### config.mk
export PLATFORM = sky130hd
export DESIGN_NAME = cntreg_timer
export DESIGN_NICKNAME = d
export VERILOG_FILES = /design/src/rtl/cntreg_timer.sv
export SDC_FILE = /design/constraint.sdc
export NUM_CORES = 1
export LEC_CHECK = 0
export BUFFER_PORTS_ARGS = -buffer_cell sky130_fd_sc_hd__buf_2
export CAP_MARGIN = 20
export CORE_MARGIN = 8
export CORE_UTILIZATION = 46
export CTS_CLUSTER_SIZE = 20
export DETAILED_ROUTE_END_ITERATION = 8
export SLEW_MARGIN = 20
export SYNTH_ARGS = -nofsm -noshare
export SYNTH_HDL_FRONTEND = slang
export SYNTH_SLANG_ARGS = --single-unit
### constraint.sdc
create_clock -name clk -period 3.8 [get_ports clk]
set_input_delay 0.76 -clock clk [delete_from_list [all_inputs] [get_ports clk]]
set_output_delay 0.76 -clock clk [all_outputs]
set_load 0.1 [all_outputs]
### src/rtl/cntreg_timer.sv
// Bus-addressed up/down counter/timer with prescaler, reload, one-shot/periodic mode and wrap interrupt.
// Define CNTREG_TIMER_EVENT_EN to add synchronized external-event counting (CTRL.ext).
module cntreg_timer #(
  parameter int WIDTH = 32,
  parameter int PSW   = 8
) (
  input  logic             clk,
  input  logic             reset,
  input  logic [1:0]       addr,
  input  logic             wen,
  input  logic [WIDTH-1:0] din,
  output logic [WIDTH-1:0] dout,
  output logic             irq,
  input  logic             ev_in
);

  localparam logic [1:0] ADDR_CNT    = 2'd0;
  localparam logic [1:0] ADDR_RELOAD = 2'd1;
  localparam logic [1:0] ADDR_CTRL   = 2'd2;
  localparam logic [1:0] ADDR_STAT   = 2'd3;

  logic [WIDTH-1:0] cnt_reg;
  logic [WIDTH-1:0] reload_reg;
  logic [WIDTH-1:0] cnt_next;
  logic [PSW-1:0]   pre_reg;
  logic [PSW-1:0]   psc_reg;
  logic [PSW-1:0]   psc_next;
  logic             run_reg;
  logic             down_reg;
  logic             ar_reg;
  logic             ie_reg;
  logic             wrap_reg;
  logic             irq_reg;

  logic wr_cnt;
  logic wr_reload;
  logic wr_ctrl;
  logic wr_stat;
  logic ext;
  logic ev_tick;
  logic advance;
  logic psc_hit;
  logic step;
  logic wrap_ev;
  logic [WIDTH-1:0] ctrl_word;
  logic [WIDTH-1:0] stat_word;

  assign wr_cnt    = wen && (addr == ADDR_CNT);
  assign wr_reload = wen && (addr == ADDR_RELOAD);
  assign wr_ctrl   = wen && (addr == ADDR_CTRL);
  assign wr_stat   = wen && (addr == ADDR_STAT);

`ifdef CNTREG_TIMER_EVENT_EN
  logic       ext_reg;
  logic [2:0] ev_sync_reg;

  // Two synchronizer flops plus one history flop for rising-edge detection.
  always_ff @(posedge clk or posedge reset) begin
    if (reset) begin
      ev_sync_reg <= '0;
      ext_reg     <= 1'b0;
    end else begin
      ev_sync_reg <= {ev_sync_reg[1:0], ev_in};
      if (wr_ctrl)
        ext_reg <= din[4];
    end
  end

  assign ext     = ext_reg;
  assign ev_tick = ev_sync_reg[1] & ~ev_sync_reg[2];
`else
  logic unused_ev;
  assign unused_ev = ev_in;
  assign ext       = 1'b0;
  assign ev_tick   = 1'b0;
`endif

  assign advance = run_reg && (ext ? ev_tick : 1'b1);
  assign psc_hit = advance && (psc_reg == pre_reg);
  assign step    = psc_hit && !wr_cnt;

  always_comb begin
    psc_next = psc_reg;
    if (wr_ctrl || wr_cnt || !run_reg)
      psc_next = '0;
    else if (advance)
      psc_next = psc_hit ? '0 : psc_reg + 1'b1;
  end

  // A CNT write overrides any step in the same cycle.
  always_comb begin
    cnt_next = cnt_reg;
    wrap_ev  = 1'b0;
    if (wr_cnt) begin
      cnt_next = din;
    end else if (step) begin
      if (down_reg) begin
        if (cnt_reg == '0) begin
          cnt_next = reload_reg;
          wrap_ev  = 1'b1;
        end else begin
          cnt_next = cnt_reg - 1'b1;
        end
      end else begin
        if (cnt_reg == reload_reg) begin
          cnt_next = '0;
          wrap_ev  = 1'b1;
        end else begin
          cnt_next = cnt_reg + 1'b1;
        end
      end
    end
  end

  always_ff @(posedge clk or posedge reset) begin
    if (reset) begin
      cnt_reg    <= '0;
      reload_reg <= '1;
      run_reg    <= 1'b0;
      down_reg   <= 1'b0;
      ar_reg     <= 1'b0;
      ie_reg     <= 1'b0;
      pre_reg    <= '0;
      psc_reg    <= '0;
      wrap_reg   <= 1'b0;
      irq_reg    <= 1'b0;
    end else begin
      cnt_reg <= cnt_next;
      psc_reg <= psc_next;
      if (wr_reload)
        reload_reg <= din;
      if (wr_ctrl) begin
        run_reg  <= din[0];
        down_reg <= din[1];
        ar_reg   <= din[2];
        ie_reg   <= din[3];
        pre_reg  <= din[8 +: PSW];
      end else if (wrap_ev && !ar_reg) begin
        run_reg <= 1'b0;
      end
      // A wrap in the same cycle as a STAT clear leaves the flag set.
      wrap_reg <= wrap_ev | (wrap_reg & ~(wr_stat & din[0]));
      irq_reg  <= wrap_reg & ie_reg;
    end
  end

  assign irq = irq_reg;

  always_comb begin
    ctrl_word           = '0;
    ctrl_word[0]        = run_reg;
    ctrl_word[1]        = down_reg;
    ctrl_word[2]        = ar_reg;
    ctrl_word[3]        = ie_reg;
    ctrl_word[4]        = ext;
    ctrl_word[8 +: PSW] = pre_reg;
    stat_word           = '0;
    stat_word[0]        = wrap_reg;
    stat_word[1]        = run_reg;
  end

  always_comb begin
    case (addr)
      ADDR_CNT:    dout = cnt_reg;
      ADDR_RELOAD: dout = reload_reg;
      ADDR_CTRL:   dout = ctrl_word;
      default:     dout = stat_word;
    endcase
  end

endmodule

# Word level (Yosys, flattened, before mapping)
# Cells that the tools add are included.
# totals
register_bits	86
latch_bits	0
mem_bits_rw	0
rom_bits	0
in_bits	38
out_inout_bits	33
wordCells	56
memories	0
# classes
n_addsub	3
mul	0
div_mod_pow	0
n_lt_le_gt_ge	0
n_eq_ne	5
shifts	0
mux	16
bitwise_logic	5
n_reduce_logical	17
# op_table
operator	n
$mux W32	5
$pmux W32 S3	1
$add A32 B1 Y32 const B	1
$eq A32 B32 Y1	1
$logic_not A32 Y1	1
$sub A32 B1 Y32 const B	1
$mux W8	3
$add A8 B1 Y8 const B	1
$eq A8 B8 Y1	1
$logic_and A1 B1 Y1	7
$mux W1	7
$reduce_bool A2 Y1	3
$eq A2 B2 Y1 const B	2
$and A1 B1 Y1	3
$logic_not A1 Y1	3
$eq A2 B1 Y1 const B	1
$logic_not A2 Y1	1
$logic_or A1 B1 Y1	2
$not A1 Y1	1
$or A1 B1 Y1	1

# Logic depth before layout (Yosys ltp)
# Gate-level depths: netlist of the first run.
# depth
ltp_word	9
ltp_mapped	10
mapped_depth_nobuf	8

# Worst setup path before layout of the first run
# No wires, ideal clock.
# synth_timing
path_type	input to output
start	in addr[1]
end	out dout[12]
arrival_time_ps	3789
required_time_ps	3040
path_slack_ps	-749
path_stages	4
path_buffers	2
path_cell_list	clkbuf_1 clkbuf_1 mux2i_1 o21ai_0
# synth_between
elab_chain_len	2
word_cells_on_any_way	4
classes_between	2 x eq/ne; 1 x mux; 1 x reduce/logical
# synth_lines
item	line	text
from (decl)	9	input logic [1:0] addr,
$eq A2 B2 Y1 (tied with other cells)	163	case (addr)
$pmux W32 S3 (*)	163	
to (decl)	12	output logic [WIDTH-1:0] dout,
# Mark *: on every way between the ends. The rest lies on a longest branch, timed or not.

# Worst setup path after layout of the first run
# layout_timing
start	in addr[1]
end	out dout[3]
# Same word-level chain as after synthesis.

==> results of run 1 <==
-- critical path: stages --
cell	delay, ps
buf_2	480
buf_4	360
mux2i_1	110
o21ai_1	300
buf_12	220
-- through the flow --
step / cell area (µm²) / setup WS, ps
after floorplan: 6620 / 1.477
after global placement: 7157 / 788.3
after detailed placement: 7157 / 783.0
after CTS: 7458 / 775.0
after global routing: 7458 / 659.5
final: 7458 / 789.6
-- cell usage in the layout (no fill, tap or decap), types with 15 or more instances in the layout --
cell type and count:
dfrtp_1 54, nor2_1 54, mux2i_1 30, a21oi_1 32
buf_2 59, xnor2_1 66, o21ai_0 31, mux2_2 42
nand2_1 52, nand4_1 23, nand3_1 27, or3_1 21
nor3_1 17, dfstp_2 32, buf_4 16, a221oi_1 15
xor2_1 24
-- Yosys cell counts (all sizes together) (2+ instances only) --
master,instances
or3,22
or4,6
a21oi,33
o21ai,45
xnor2,66
dfrtp,54
buf,35
or2,6
and4,6
and3,10
dfstp,32
mux2,42
a22o,2
o22ai,6
nor3,21
ha,4
inv,9
a31oi,6
a21o,8
a22oi,3
nand3b,2
a221oi,15
clkbuf,32
nand3,27
nor3b,3
nor4,15
xor2,24
mux4,2
nor2b,2
nand2,52
a211oi,5
mux2i,30
and2,6
nand4,24
o31ai,8
nor2,54
a221o,2
a2111oi,3
-- layer usage --
layer  wire [µm]  share of wire (%)  global-route usage, %  vias up
li1            -                  -                      -     2722
met1        9002                 44                  29.61     2906
met2        9379                 46                  34.46      247
met3        1319                6.5                  3.548       44
met4         664                3.3                  11.53        0
met5           0                  0                      0        -
-- layout make-up --
cell class                 instances  area share, %
clock buffer                      11          3.254
tap                              184          3.087
inverter                           9         0.4697
sequential                        86          29.39
multi-input combinational        572          54.76
timing repair buffer              85          8.254
clock inverter                     5         0.7885
-- report_power, final --
group          internal, mW  total (mW)  switching (mW)
combinational         0.531        1.43           0.894
sequential             1.12        1.48           0.354
clock                 0.528       0.916           0.388
total                  2.18        3.82            1.64
-- cells by family after synthesis --
family / count (synthesis)
mux: 74
compound gates: 145
xor+xnor: 90
buf+inv: 76
simple gates: 259
flops: 86
fa+ha+maj: 4
-- path summary, 6_finish.rpt --
| check | start | to | slack, ps | depth (start not counted) |
|---|---|---|---|---|
| setup / recovery | addr[1] | dout[3] | 790 | 5 |
| hold / removal | reset | ie_reg | 380 | 2 |
| setup reg to reg | cnt_reg[15] | cnt_reg[3] | 840 | 6 |
| hold reg to reg | wrap_reg | wrap_reg | 520 | 2 |
| max in group asynchronous | reset | reload_reg[27] | 2610 | 3 |
| min in group clk | wrap_reg | wrap_reg | 520 | 2 |
==> reports/qor.csv, run 1 <==
stage;metric;value;unit
floorplanning;Starting Density;46.25;%
critical_path;Crit path required time;3040;ps
pwr;pwr/cell area;512.1;mW/mm²
place;IO buf count;69;
routing;Avg Vias per Cell;6.217;
cts;# Post-CTS Setup Buffers;0;
synthesis;sequential-to-total area share from yosys stat;33.11;%
global_route;largest net degree at the start of global routing;34;
pwr;VDD IR max;0.2967;mV
cts;Root Buffer Master;clkbuf_16;
timing;Clock Skew;5.500;ps
timing;final hold viol count;0;
synthesis;synthesized instance count;734;
global_route;total gr overflow;0;
synthesis;post-synthesis compound-gate area fraction;14.48;%
finish;area grow syn2layout;12.66;%
floorplanning;die area;0.01849;mm²
cts;H-Tree Level Count;3;
timing;max-slew violations;0;
floorplanning;die span in x;136.0;µm
global_route;vias in the first global route;5968;
timing;fmax;332.2;MHz
finish;layout filler cell count;1353;
finish;Nets;805;
synthesis;Post-Synth XOR/XNOR Area;11.91;%
finish;Final Non-Filler Cells;952;
critical_path;crit start category;input port;
synthesis;post-synth net total;776;
timing;crit share post-route;79.22;%
cts;deepest clock path buffer count;2;
finish;Finished Core Util;52.11;%
routing;1st-pass router iterations;5;
outcome;status;complete, no violations;
synthesis;most common flop cell mapped by yosys;dfrtp_1;
synthesis;post-synth top area share;20.41;%
timing;setup_tns;0;ps
floorplanning;I/O pin cnt;71;
global_route;first-pass GRT wire length;32.36;mm
finish;Multi-input gate area;0.004084;mm²
timing;endpoints failing setup;0;
job;maxcap violations;0;
pwr;Tot Pwr;3.819;mW
cts;hold_buf cts;0;
worst_hold_path;worst hold path class;input port to async pin;
critical_path;Setup crit end kind;output port;
floorplanning;Core Region;0.01431;mm²
finish;register cell area after layout;0.002192;mm²
synthesis;proportion of synthesized area in mux cells;12.36;%
pwr;Leak;2.943;nW
place;GPL Wtd Cong;0.9269;
synthesis;syn avg cell area;9.019;µm²
synthesis;Mapped Area;0.006620;mm²
synthesis;Netlist cell types;69;
routing;post-route ant nets;0;
timing;Slew Limit Headroom;25.88;%
synthesis;fraction of registers with async set/reset;100.0;%
cts;# resized after CTS;0;
critical_path;Worst EP arrival;2250;ps
synthesis;largest family of logic cells by synthesized area;simple AND/OR/NAND/NOR gates;
timing;Hold Slack;381.7;ps
global_route;initial antenna violation count;0;
synthesis;#FFs+latches synth;86;
synthesis;Synth area leader;dfrtp_1;
timing;fin crit period;3010;ps
finish;diode count;0;
synthesis;largest cells by area after synthesis;dfrtp_1 (20%), dfstp_2 (13%), xnor2_1 (8.7%);
global_route;GRT Total Usage;22.32;%
floorplanning;Rows;44;
timing;unrepaired setup endpoints after global routing;no;
cts;CTS buffer count;9;
critical_path;WS Path Type;input port to output port;
finish;layout cells sized above 1;27.47;%
cts;TritonCTS clock tree;built;
critical_path;peak fanout along the critical path;22;
timing;Slew @ Worst Pin;1102;ps
synthesis;YS warnings;0;
place;DP Cell Count;936;
floorplanning;Die Span Y;136.0;µm
place;DP Wirelength;14.32;mm
routing;via count;5919;
routing;DRT iter0 DRCs;526;
cts;Clock transition at path regs;60;ps
synthesis;area share of fa/ha/maj cells after synthesis;0.7560;%
synthesis;simple-gate portion of the synthesized area;21.98;%
routing;per-cell routed wire length;21.39;µm
routing;residual DRC count;0;
routing;drt total wl;20.37;mm
cts;later-pin clock latency in the skew report;360;ps
cts;clk sink count;86;
synthesis;number of synthesized flops with an enable pin;0;
Note: power is estimated with default switching activity, not from simulation.
==> run 2: changes to the inputs <==
--- a/config.mk
+++ b/config.mk
@@ -5,6 +5,7 @@
 export SDC_FILE = /design/constraint.sdc
 export NUM_CORES = 1
 export LEC_CHECK = 0
+export ABC_AREA = 1
 export BUFFER_PORTS_ARGS = -buffer_cell sky130_fd_sc_hd__buf_2
 export CAP_MARGIN = 20
 export CORE_MARGIN = 8
==> constraint.sdc (replaced) <==
create_clock -name clk -period 2.8 [get_ports clk]
set_input_delay 0.56 -clock clk [delete_from_list [all_inputs] [get_ports clk]]
set_output_delay 0.56 -clock clk [all_outputs]
set_load 0.1 [all_outputs]
==> reports/qor.csv, run 2 <==
stage;metric;value;unit;change
global_route;most used routing layer;met2;;
timing;Slew @ Worst Pin;950.4;ps;-151.2 ps
synthesis;number of synthesized flops with an enable pin;0;;unchanged
floorplanning;die area;0.02061;mm²;+11%
place;DP Wirelength;19.33;mm;+35%
routing;residual DRC count;0;;unchanged
cts;clk sink count;86;;unchanged
global_route;largest net degree at the start of global routing;55;;+62%
synthesis;largest cells by area after synthesis;nand2_1 (19%), dfrtp_1 (18%), dfstp_2 (11%);;
timing;unrepaired setup endpoints after global routing;no;;
worst_hold_path;worst hold path class;input port to async pin;;
job;maxcap violations;0;;unchanged
cts;CTS buffer count;9;;unchanged
timing;Hold Slack;246.2;ps;-135.5 ps
place;IO buf count;69;;unchanged
synthesis;synthesized instance count;1168;;+59%
synthesis;syn avg cell area;6.408;µm²;-29%
critical_path;Worst EP arrival;1920;ps;-330 ps
critical_path;FF-to-FF Start;cnt_reg[11];;
cts;# Post-CTS Setup Buffers;0;;unchanged
synthesis;Synth area leader;nand2_1;;
cts;Clock transition at path regs;70;ps;about the same
critical_path;Reg-to-Reg End;cnt_reg[13];;
floorplanning;Die Span Y;143.6;µm;+5.6%
cts;later-pin clock latency in the skew report;360;ps;about the same
timing;fin crit period;2478;ps;
cts;hold_buf cts;0;;unchanged
synthesis;YS warnings;0;;unchanged
cts;Root Buffer Master;clkbuf_16;;
finish;commonest non-fill, non-tap cells in the layout;nand2_1 (382), inv_1 (150), nor2_1 (93), nand3_1 (70), dfrtp_1 (54);;
global_route;GRT met3 Usage;4.048;%;+0.50 points
routing;per-cell routed wire length;17.38;µm;-19%
finish;Multi-input gate area;0.004363;mm²;+6.8%
finish;layout filler cell count;1629;;+20%
floorplanning;Starting Density;47.12;%;+0.87 points
synthesis;most common cell in the synthesized netlist;nand2_1;;
floorplanning;Rows;46;;+4.5%
critical_path;Reg2Reg Depth;9;;+3
synthesis;post-synth top area share;19.16;%;-1.3 points
synthesis;Netlist cell types;39;;-43%
finish;commonest non-fill, non-tap cell in the layout;nand2_1;;
cts;deepest clock path buffer count;2;;unchanged
routing;Avg Vias per Cell;5.286;;-15%
synthesis;most common flop cell mapped by yosys;dfrtp_1;;
critical_path;WS Path Type;input port to output port;;
global_route;GR Util met1;35.57;%;+6.0 points
outcome;status;complete, no violations;;
timing;final hold viol count;0;;unchanged
finish;Nets;1257;;+56%
pwr;Tot Pwr;5.840;mW;+53%
timing;crit share post-route;88.51;%;
synthesis;Mapped Area;0.007485;mm²;+13%
floorplanning;I/O pin cnt;71;;unchanged
synthesis;fraction of registers with async set/reset;100.0;%;unchanged
pwr;Leak;4.163;nW;+41%
pwr;pwr/cell area;661.6;mW/mm²;+29%
timing;Clock Skew;14.16;ps;+8.663 ps
synthesis;#FFs+latches synth;86;;unchanged
floorplanning;die span in x;143.6;µm;+5.6%
global_route;total gr overflow;0;;unchanged
timing;fmax;403.5;MHz;
critical_path;Setup crit end kind;output port;;
timing;Slew Limit Headroom;36.15;%;+10 points
synthesis;top post-synthesis cells by count;nand2_1 (382), inv_1 (151), nor2_1 (94);;
finish;layout cells sized above 1;17.62;%;-9.9 points
cts;TritonCTS clock tree;built;;
cts;H-Tree Level Count;3;;unchanged
timing;setup_tns;0;ps;unchanged
timing;endpoints failing setup;0;;unchanged
routing;via count;7590;;+28%
global_route;GR Util met2;38.42;%;+4.0 points
routing;DRT iter0 DRCs;632;;+20%
critical_path;Reg2Reg Setup Slack;350;ps;-490 ps
global_route;vias in the first global route;7119;;+19%
routing;post-route ant nets;0;;unchanged
routing;drt total wl;24.96;mm;+23%
routing;1st-pass router iterations;5;;unchanged
finish;register cell area after layout;0.002192;mm²;unchanged
timing;max-slew violations;0;;unchanged
finish;area grow syn2layout;17.92;%;
pwr;VDD IR max;0.3145;mV;+6.0%
global_route;first-pass GRT wire length;39.70;mm;+23%
synthesis;sequential-to-total area share from yosys stat;29.29;%;-3.8 points
global_route;initial antenna violation count;0;;unchanged
finish;diode count;0;;unchanged
critical_path;peak fanout along the critical path;23;;+4.5%
floorplanning;Core Region;0.01589;mm²;+11%
synthesis;post-synth net total;1210;;+56%
critical_path;crit start category;input port;;
cts;# resized after CTS;0;;unchanged
global_route;GRT Total Usage;24.96;%;+2.6 points
place;GPL Wtd Cong;0.9886;;+6.7%
critical_path;Crit path required time;2240;ps;-800 ps
==> run 2: changes by cell type in the layout (fill, tap and decap cells not counted), moves of 41 or more <==
cell	previous run	this run
xnor2_1	66	25
nand2_1	52	382
o22ai_1	5	46
inv_1	8	150
nand3_1	27	70
mux2_2	42	0
==> run 2: cells by family (layout without fill, tap and decap cells) <==
group | count (synthesis) | count (layout) | synth area share, %
adder cells (fa/ha/maj) | 4 | 4 | 0.6687
buffers and inverters | 230 | 282 | 13.26
AND/OR/NAND/NOR | 634 | 634 | 37.66
flip-flops | 86 | 86 | 29.29
AO/OA/AOI/OAI | 147 | 147 | 11.28
XOR/XNOR | 67 | 67 | 7.840
==> run 2: worst max-delay path by stage <==
stage,slack [ps],cells after the start,startpoint,to
floorplan,-360,4,addr[0],dout[14]
global placement,360,6,addr[0],dout[30]
detailed placement,340,6,addr[0],dout[20]
CTS,340,6,addr[0],dout[29]
global route,220,6,addr[0],dout[29]
finish,320,6,addr[0],dout[29]
==> run 2: report_power, final <==
group / total (mW) / internal, mW / switching, mW / leakage, nW
logic: 2.63 / 0.933 / 1.70 / 2.99
registers: 1.87 / 1.51 / 0.366 / 1.02
clock network: 1.33 / 0.734 / 0.601 / 0.156
==> run 2: area by class of cell <==
class                   count  share of cell area [%]
multi-input cells         852                   49.43
flip-flops and latches     86                   24.84
repair buffers             98                   11.91
inverters                 168                   7.187
well taps                 216                   3.062
clock buffers              10                   2.708
clock inverters             6                  0.8648
==> run 2: worst max-delay path, stage by stage <==
cell	delay, ps
buf_2	220
nor2_4	60
inv_2	410
buf_4	320
o22ai_1	140
buf_12	200
==> run 2: layer usage <==
metal | routed length (µm) | vias to the layer above | part of all wire (%)
li1 | - | 3790 | -
met2 | 10880 | 228 | 44
met3 | 1576 | 26 | 6.3
met5 | 0 | - | 0
met4 | 363 | 0 | 1.5
met1 | 12140 | 3546 | 49
==> run 2: through the flow <==
stage	utilization, %	instances	setup WS, ps	instance area [µm²]
4_1_cts	55.56	1436	343.2	8826
3_5_place_dp	53.58	1420	342.9	8511
3_3_place_gp	53.58	1420	361.4	8511
2_1_floorplan	-	1168	-362.1	7543
5_1_grt	55.56	1436	223.5	8826
6_report	55.56	1436	321.8	8826
